**config.mk**
```make
export PLATFORM = sky130hd
export DESIGN_NAME = seq_multiplier_32
export DESIGN_NICKNAME = d
export VERILOG_FILES = /design/src/rtl/seq_multiplier_32.sv
export SDC_FILE = /design/constraint.sdc
export NUM_CORES = 1
export LEC_CHECK = 0
export CAP_MARGIN = 20
export CORE_ASPECT_RATIO = 0.8
export CORE_MARGIN = 2
export CORE_UTILIZATION = 52
export DETAILED_ROUTE_END_ITERATION = 7
export DONT_BUFFER_PORTS = 1
export GPL_TIMING_DRIVEN = 1
export PLACE_DENSITY_LB_ADDON = 0.1
export RECOVER_POWER = 100
export SETUP_SLACK_MARGIN = 0.3
export SLEW_MARGIN = 25
export SYNTH_ARGS = -nofsm -noshare
export SYNTH_HDL_FRONTEND = slang
export SYNTH_SLANG_ARGS = --single-unit
```
**constraint.sdc**
```tcl
create_clock -name clk -period 36.1 [get_ports clk]
set_input_delay 5.415 -clock clk [delete_from_list [all_inputs] [get_ports clk]]
set_output_delay 5.415 -clock clk [all_outputs]
set_load 0.02 [all_outputs]
```
**src/rtl/seq_multiplier_32.sv**
```systemverilog
// -----------------------------------------------------------------------------
// seq_multiplier_32
//
// Unsigned 32x32 -> 64-bit shift-and-add multiplier. One partial-product step
// is taken per clock through a single 32-bit ripple adder
// (thirty_two_bit_full_adder), so a full product takes 32 iterations.
//
// Ports
//   clk      in   1   system clock, all state updates on the rising edge
//   rst      in   1   asynchronous, active-high reset
//   start    in   1   request, honoured only in IDLE or DONE
//   a        in  32   multiplicand, captured on an accepted start
//   b        in  32   multiplier, captured on an accepted start
//   busy     out  1   high while iterating
//   done     out  1   one-cycle pulse, product valid
//   product  out 64   result register, holds until the next result
//
// Also contains thirty_two_bit_full_adder, the ripple-carry adder that is the
// multiplier's only arithmetic resource.
// -----------------------------------------------------------------------------

// -----------------------------------------------------------------------------
// thirty_two_bit_full_adder
//
// Purely combinational 32-bit ripple-carry adder.
//
// Ports
//   a          in  32  addend
//   b          in  32  addend
//   carry_in   in   1  carry into bit 0
//   sum        out 32  a + b + carry_in, low 32 bits
//   carry_out  out  1  carry out of bit 31
// -----------------------------------------------------------------------------
module thirty_two_bit_full_adder (
    input  logic [31:0] a,
    input  logic [31:0] b,
    input  logic        carry_in,
    output logic [31:0] sum,
    output logic        carry_out
);

    logic [31:0] sum_s;
    logic        carry_out_s;

    // Ripple the carry from bit 0 upward, one full-adder cell per bit.
    always_comb begin
        logic c_s;
        sum_s = 32'd0;
        c_s   = carry_in;
        for (int i = 0; i < 32; i++) begin
            sum_s[i] = a[i] ^ b[i] ^ c_s;
            c_s      = (a[i] & b[i]) | (c_s & (a[i] ^ b[i]));
        end
        carry_out_s = c_s;
    end

    assign sum       = sum_s;
    assign carry_out = carry_out_s;

endmodule

module seq_multiplier_32 #(
    parameter int WIDTH = 32,
    parameter int CNT_W = 6
) (
    input  logic               clk,
    input  logic               rst,
    input  logic               start,
    input  logic [WIDTH-1:0]   a,
    input  logic [WIDTH-1:0]   b,
    output logic               busy,
    output logic               done,
    output logic [2*WIDTH-1:0] product
);

    typedef enum logic [1:0] {
        ST_IDLE = 2'd0,
        ST_CALC = 2'd1,
        ST_DONE = 2'd2
    } state_t;

    localparam logic [CNT_W-1:0] LAST_COUNT = CNT_W'(WIDTH - 1);

    state_t               state_r;
    state_t               state_next_s;

    logic [WIDTH-1:0]     m_r;
    logic [WIDTH-1:0]     p_hi_r;
    logic [WIDTH-1:0]     p_lo_r;
    logic [CNT_W-1:0]     count_r;
    logic [2*WIDTH-1:0]   product_r;
    logic                 busy_r;
    logic                 done_r;

    logic                 busy_next_s;
    logic                 done_next_s;

    logic                 accept_s;
    logic                 step_s;
    logic                 last_s;

    logic [WIDTH-1:0]     addend_s;
    logic [WIDTH-1:0]     sum_s;
    logic                 carry_out_s;
    logic [WIDTH-1:0]     p_hi_next_s;
    logic [WIDTH-1:0]     p_lo_next_s;

    // Partial-product adder: P_hi + (multiplier LSB ? M : 0).
    thirty_two_bit_full_adder u_adder (
        .a         (p_hi_r),
        .b         (addend_s),
        .carry_in  (1'b0),
        .sum       (sum_s),
        .carry_out (carry_out_s)
    );

    // Select the addend and form the shifted accumulator for this step.
    always_comb begin
        if (p_lo_r[0]) begin
            addend_s = m_r;
        end else begin
            addend_s = {WIDTH{1'b0}};
        end
        // {carry, sum, P_lo} >> 1: the adder carry lands in bit 63, so no
        // overflow is ever dropped, and the sum LSB shifts into P_lo.
        p_hi_next_s = {carry_out_s, sum_s[WIDTH-1:1]};
        p_lo_next_s = {sum_s[0], p_lo_r[WIDTH-1:1]};
    end

    // Decode when a start is accepted, when an iteration runs, and the final one.
    always_comb begin
        if ((state_r == ST_IDLE) || (state_r == ST_DONE)) begin
            accept_s = start;
        end else begin
            accept_s = 1'b0;
        end
        step_s = (state_r == ST_CALC);
        last_s = step_s && (count_r == LAST_COUNT);
    end

    // State register.
    always_ff @(posedge clk or posedge rst) begin
        if (rst) begin
            state_r <= ST_IDLE;
        end else begin
            state_r <= state_next_s;
        end
    end

    // Next-state logic; DONE accepts start directly for back-to-back operation.
    always_comb begin
        state_next_s = state_r;
        case (state_r)
            ST_IDLE: begin
                if (start) begin
                    state_next_s = ST_CALC;
                end else begin
                    state_next_s = ST_IDLE;
                end
            end
            ST_CALC: begin
                if (count_r == LAST_COUNT) begin
                    state_next_s = ST_DONE;
                end else begin
                    state_next_s = ST_CALC;
                end
            end
            ST_DONE: begin
                if (start) begin
                    state_next_s = ST_CALC;
                end else begin
                    state_next_s = ST_IDLE;
                end
            end
            default: begin
                state_next_s = ST_IDLE;
            end
        endcase
    end

    // Output decode from the upcoming state so busy/done can be registered.
    always_comb begin
        busy_next_s = 1'b0;
        done_next_s = 1'b0;
        case (state_next_s)
            ST_IDLE: begin
                busy_next_s = 1'b0;
                done_next_s = 1'b0;
            end
            ST_CALC: begin
                busy_next_s = 1'b1;
                done_next_s = 1'b0;
            end
            ST_DONE: begin
                busy_next_s = 1'b0;
                done_next_s = 1'b1;
            end
            default: begin
                busy_next_s = 1'b0;
                done_next_s = 1'b0;
            end
        endcase
    end

    // Registered handshake outputs.
    always_ff @(posedge clk or posedge rst) begin
        if (rst) begin
            busy_r <= 1'b0;
            done_r <= 1'b0;
        end else begin
            busy_r <= busy_next_s;
            done_r <= done_next_s;
        end
    end

    // Operand capture and one shift-and-add iteration per clock while calculating.
    always_ff @(posedge clk or posedge rst) begin
        if (rst) begin
            m_r     <= {WIDTH{1'b0}};
            p_hi_r  <= {WIDTH{1'b0}};
            p_lo_r  <= {WIDTH{1'b0}};
            count_r <= {CNT_W{1'b0}};
        end else if (accept_s) begin
            m_r     <= a;
            p_hi_r  <= {WIDTH{1'b0}};
            p_lo_r  <= b;
            count_r <= {CNT_W{1'b0}};
        end else if (step_s) begin
            p_hi_r  <= p_hi_next_s;
            p_lo_r  <= p_lo_next_s;
            count_r <= count_r + {{(CNT_W-1){1'b0}}, 1'b1};
        end else begin
            m_r     <= m_r;
            p_hi_r  <= p_hi_r;
            p_lo_r  <= p_lo_r;
            count_r <= count_r;
        end
    end

    // Result register: loaded only on the final iteration, held otherwise.
    always_ff @(posedge clk or posedge rst) begin
        if (rst) begin
            product_r <= {(2*WIDTH){1'b0}};
        end else if (last_s) begin
            product_r <= {p_hi_next_s, p_lo_next_s};
        end else begin
            product_r <= product_r;
        end
    end

    assign busy    = busy_r;
    assign done    = done_r;
    assign product = product_r;

endmodule

```
==> results of run 1 <==
==> registers in the layout, indices dropped and copies added, names as in the netlist <==
register / flops
count_r: 6
m_r: 32
p_hi_r: 32
p_lo_r: 32
busy: 1
product: 64
done: 1
state_r: 2
==> worst min-delay path by stage <==
stage / endpoint / from / slack (ns) / cells after the start
after floorplan: count_r[5]$_DFFE_PP0P_ / count_r[5]$_DFFE_PP0P_ / 0.44 / 1
after global placement: count_r[5]$_DFFE_PP0P_ / count_r[5]$_DFFE_PP0P_ / 0.45 / 1
final: count_r[5]$_DFFE_PP0P_ / count_r[5]$_DFFE_PP0P_ / 0.46 / 1
after global routing: p_hi_r[10]$_DFFE_PP0P_ / p_hi_r[10]$_DFFE_PP0P_ / 0.50 / 1
after detailed placement: count_r[5]$_DFFE_PP0P_ / count_r[5]$_DFFE_PP0P_ / 0.46 / 1
after CTS: count_r[5]$_DFFE_PP0P_ / count_r[5]$_DFFE_PP0P_ / 0.47 / 1
==> synthesized netlist by cell type (all sizes together) <==
| master | number |
|---|---|
| a22o | 1 |
| a22oi | 31 |
| a31oi | 1 |
| and2 | 1 |
| and3 | 1 |
| buf | 11 |
| clkbuf | 31 |
| dfrtp | 170 |
| fa | 31 |
| ha | 2 |
| inv | 67 |
| mux2 | 33 |
| mux2i | 35 |
| nand2 | 165 |
| nand2b | 3 |
| nand3 | 33 |
| nand4 | 2 |
| nor2 | 2 |
| nor2b | 2 |
| o211ai | 1 |
| o21ai | 2 |
| o2bb2ai | 32 |
| o31ai | 1 |
| or3 | 1 |
==> area by class of cell <==
class,count,area share [%]
Sequential cell,170,52.10
Multi-Input combinational cell,380,34.05
Clock buffer,21,5.762
Inverter,67,3.095
Tap cell,184,2.819
Clock inverter,11,1.762
Timing Repair Buffer,7,0.4137
==> worst reg2reg max path: cells and delay by family (launching register included) <==
family | cells | cell delay, ns
simple gates | 1 | 0.25
flops | 1 | 0.99
mux | 1 | 0.07
fa+ha+maj | 32 | 12.94
buf+inv | 1 | 0.05
==> per-stage QoR <==
step                      total power, mW  hold WS (ns)  instances  area [um^2]
after detailed placement           0.6025        0.4613        807         7606
after floorplan                    0.5351        0.4362        659         7483
final                              0.7810        0.4645        840         8165
after global routing               0.8375        0.5016        840         8165
after global placement             0.5909        0.4515        807         7606
after CTS                          0.7928        0.4696        839         8220
==> power by group <==
group          switching (mW)  internal, mW
Clock                  0.0741         0.114
Sequential              0.107         0.278
Combinational           0.112        0.0951
Total                   0.294         0.487
==> kinds of logic (layout without fill, tap and decap cells) <==
family	count (synthesis)	count (layout)
compound gates	69	69
fa+ha+maj	33	33
buf+inv	109	106
mux	68	68
simple gates	210	210
flops	170	170
==> routing by layer <==
layer	vias to the layer above	routed length, um	GRT usage (%)
li1	2125	-	-
met1	2351	6989	28.47
met2	116	6826	30.99
met3	13	876	6.436
met4	0	155	5.918
met5	-	0	0
==> flow_summary.ini, run 1 <==
[status]
status = complete, but fails checks
violations = max-capacitance violations, max-slew violations

[layout]
layout-drive-gt1-share_pct = 9.604
fin_util_pct = 57.70
multi_input_area_um2 = 2780
mostFrequentLayoutCells = dfrtp_1 (170), nand2_1 (165), inv_1 (66), mux2i_1 (35), nand3_1 (33)
syn2layout_area_growth_pct = 9.112
final_common_cell = dfrtp_1
final-seq-area_um2 = 4254
antenna_cells = 0
nets = 743
fill_cells = 1167

[floorplanning]
start_util_pct = 52.88
die_w_um = 138.1
io_pins = 133
die_area_um2 = 15370
fp.dieH_um = 111.3
num_rows = 39
core_area_um2 = 14150

[worst_setup_path]
cp-end-kind = flop
cp.arrival_ns = 14.73
regToRegEndpoint = product[62]$_DFFE_PP0P_
cp-start-kind = flop
crit_type = reg2reg
startpoint = p_lo_r[0]$_DFFE_PP0P_
rr_startpoint = p_lo_r[0]$_DFFE_PP0P_
max_stage_delay_ns = 0.99
cp_num_buf_inv = 1
crit_top_cell = fa_1
crit_path_top_delay_cell = dfrtp_1
crit_family = adder cells
cp_max_fo = 33
critPathRequiredTime_ns = 36.34
r2r_cells = 35
cp-endpoint = product[62]$_DFFE_PP0P_
critical_path_depth = 35
ff2ff_setup_slack_ns = 21.61

[sta]
slew_viol_final = 359
setup_violations = 0
relSlewSlack_pct = -173.0
hold_viol_final = 0
layout_setup_ws_ns = 21.61
fin_crit_sh_pct = 40.15
period_needed_ns = 14.49
tightest_slew_ns = 4.096
rsz0062_at_grt = no
clock.fmax_ghz = 0.06900
skew_ns = 0.01283
fin_setup_tns_ns = 0

[route]
drt-pass1-iter-count = 5
totalWireLength_um = 14850
drt-initial-drc-count = 288
drc_errors = 0
num_vias = 4605
antenna_left = 0
viasPerCell = 5.482
wire_per_inst_um = 17.68

[synthesis]
ys_seq_area_share_pct = 56.85
synth_nets = 759
synth-adder-area-share_pct = 8.627
yosysUniqueCellTypes = 27
syn-instance-count = 659
yosys-top-cells-area = dfrtp_1 (57%), fa_1 (8.3%), nand2_1 (8.3%)
synthSimpleGateAreaFrac_pct = 11.42
synth_compound_area_share_pct = 7.390
synth_top_area_share_pct = 56.85
syn_area_um2 = 7483
synth_seq_cells = 170
yosysWarnings = 0
synthMuxAreaShare_pct = 9.948
syn_avg_cell_area_um2 = 11.36
synth_top_family_by_area = simple AND/OR/NAND/NOR gates
synth_top_area_cell = dfrtp_1
synth_xor_area_share_pct = 0

[clock_network]
insertion_delay_ns = 0.42
cts_setup_buffers = 0
cts_tree = built
cts_root_buffer = clkbuf_16
cts_buffers = 17
clock-sinks = 170
ctsLongestPathBuffers = 2
clk_pin_slew_ns = 0.06
ctsHoldBuffers = 0
post_cts_resized = 0
h-tree-depth = 4

[grt]
grt_pass1_wl_um = 25070
grt_pass1_vias = 4819
grtUsageTotal_pct = 20.34
overflow = 0
antenna_found_initial = 0
grt_max_degree = 92

[power]
p_leak_nw = 3.982
power_density_nw_per_um2 = 95.65
ir_worst_vdd_uv = 57.37

[place]
place_hpwl_um = 9276
portBuffers = 0
gp_congestion = 0.7757
pre_cts_slack_ns = 21.62

[job]
drv_cap = 6

[worst_hold_path]
hold_class = reg2reg
Note: power is estimated with default switching activity, not from simulation.
==> run 2: changes to the inputs <==
==> constraint.sdc (replaced) <==
create_clock -name clk -period 14.97 [get_ports clk]
set_input_delay 2.2455 -clock clk [delete_from_list [all_inputs] [get_ports clk]]
set_output_delay 2.2455 -clock clk [all_outputs]
set_load 0.02 [all_outputs]
==> run 2 against run 1 <==
Effect of this change:
- the flow still finishes with violations (max-capacitance violations, max-slew violations)
- count of clock-buffer cells in the layout grew 2
- routed wire length grew 4.1%
- critical path depth is 1 lower
- non-clock buffer count up 1
- die area is the same
- final area increased by 0.41%
- sequential cell count unchanged
- register-to-register slack got worse by 21 ns
- highest routed layer unchanged
==> flow_summary.ini, run 2 (synthesized netlist as in run 1, its figures left out) <==
[place]
gp_congestion = 0.7526
place_hpwl_um = 9517
portBuffers = 0

[worst_setup_path]
crit_top_cell = fa_1
ff2ff_setup_slack_ns = 1.02
crit_type = reg2reg
crit_path_top_delay_cell = fa_1
cp.arrival_ns = 14.17
critPathRequiredTime_ns = 15.19
cp-start-kind = flop
cp_max_fo = 32
cp-end-kind = flop
max_stage_delay_ns = 0.54

[floorplanning]
io_pins = 133
start_util_pct = 52.88
num_rows = 39
fp.dieH_um = 111.3
die_area_um2 = 15370
core_area_um2 = 14150
die_w_um = 138.1

[power]
p_leak_nw = 4.005
power_density_nw_per_um2 = 234.3
totalPowerFinal_mw = 1.921
ir_worst_vdd_uv = 132.4

[layout]
nets = 744
antenna_cells = 0
mostFrequentLayoutCells = dfrtp_1 (170), nand2_1 (165), inv_1 (66), mux2i_1 (35), nand3_1 (33)
layout-drive-gt1-share_pct = 9.313
fin_util_pct = 57.94
syn2layout_area_growth_pct = 9.564
final_common_cell = dfrtp_1
largest_register_ff_count = 64

[clock_network]
h-tree-depth = 4
cts_tree = built
cts_root_buffer = clkbuf_16
clk_pin_slew_ns = 0.06
clock-sinks = 170
cts_setup_buffers = 0
ctsHoldBuffers = 0
ctsLongestPathBuffers = 2
cts_buffers = 17
post_cts_resized = 0
insertion_delay_ns = 0.42

[route]
drc_errors = 0
num_vias = 4600
drt-initial-drc-count = 313
viasPerCell = 5.483
drt-pass1-iter-count = 4
wire_per_inst_um = 18.42
totalWireLength_um = 15450
antenna_left = 0

[grt]
antenna_found_initial = 0
overflow = 0
grtUsageTotal_pct = 21.57
grt_max_degree = 102
grt_pass1_vias = 5033
grt_pass1_wl_um = 26370

[sta]
fin_crit_sh_pct = 93.20
period_needed_ns = 13.95
rsz0062_at_grt = no
hold_viol_final = 0
tightest_slew_ns = 4.415
fin_setup_tns_ns = 0
relSlewSlack_pct = -196.0
slew_viol_final = 350
clock.fmax_ghz = 0.07168
skew_ns = 0.007177
setup_violations = 0

[worst_hold_path]
hold_class = reg2reg

[job]
drv_cap = 6

[status]
violations = max-capacitance violations, max-slew violations
status = complete, but fails checks
[run 2: per-stage QoR]
| step | hold slack [ns] | worst slack, ns | cells | area, um^2 |
|---|---|---|---|---|
| after floorplan | 0.4362 | 1.586 | 659 | 7483 |
| final | 0.4759 | 1.018 | 839 | 8199 |
| after global routing | 0.4857 | 0.4327 | 839 | 8199 |
| after detailed placement | 0.4606 | 1.141 | 808 | 7614 |
| after global placement | 0.4513 | 1.290 | 808 | 7614 |
| after CTS | 0.4751 | 1.028 | 838 | 8247 |
[run 2: report_power, final]
part	internal (mW)	switching, mW
logic	0.233	0.288
clock network	0.304	0.175
registers	0.671	0.250
total	1.21	0.713
[run 2: layout make-up]
| type | instances | area [um^2] |
|---|---|---|
| Multi-Input combinational cell | 380 | 2784 |
| Fill cell | 1198 | 5952 |
| Inverter | 67 | 252.7 |
| Clock buffer | 23 | 467.9 |
| Tap cell | 184 | 230.2 |
| Sequential cell | 170 | 4254 |
| Timing Repair Buffer | 8 | 45.04 |
| Clock inverter | 7 | 165.2 |
[run 2: critical path: cells and delay by family (launching register included)]
kind          cells  cell delay (ns)
fa+ha+maj        31            12.87
flops             1             0.35
buf+inv           1             0.32
simple gates      1             0.14
mux               1             0.07
[run 2: final timing paths]
path | startpoint | cells past startpoint | endpoint
max | p_lo_r[0]$_DFFE_PP0P_ | 34 | product[62]$_DFFE_PP0P_
min | m_r[0]$_DFFE_PP0P_ | 2 | m_r[0]$_DFFE_PP0P_
max reg2reg | p_lo_r[0]$_DFFE_PP0P_ | 34 | product[62]$_DFFE_PP0P_
min reg2reg | m_r[0]$_DFFE_PP0P_ | 2 | m_r[0]$_DFFE_PP0P_
max in group asynchronous | rst | 2 | product[43]$_DFFE_PP0P_
min in group asynchronous | rst | 1 | p_lo_r[8]$_DFFE_PP0P_
[run 2: layer usage]
layer	up-vias	wire (um)	share of wire [%]	global-route usage, %
met5	-	0	0	0
met4	0	185	1.2	7.075
met3	17	902	5.8	6.479
met2	120	7284	47	33.37
met1	2349	7079	46	29.66
li1	2114	-	-	-
==> run 3: changes to the inputs <==
--- a/config.mk
+++ b/config.mk
@@ -15,7 +15,7 @@
 export PLACE_DENSITY_LB_ADDON = 0.1
 export RECOVER_POWER = 100
 export SETUP_SLACK_MARGIN = 0.3
-export SLEW_MARGIN = 25
+export SLEW_MARGIN = 10
 export SYNTH_ARGS = -nofsm -noshare
 export SYNTH_HDL_FRONTEND = slang
 export SYNTH_SLANG_ARGS = --single-unit
==> results of run 3 <==
Same layout as run 2: the final DEF is identical, and so are final timing and power.
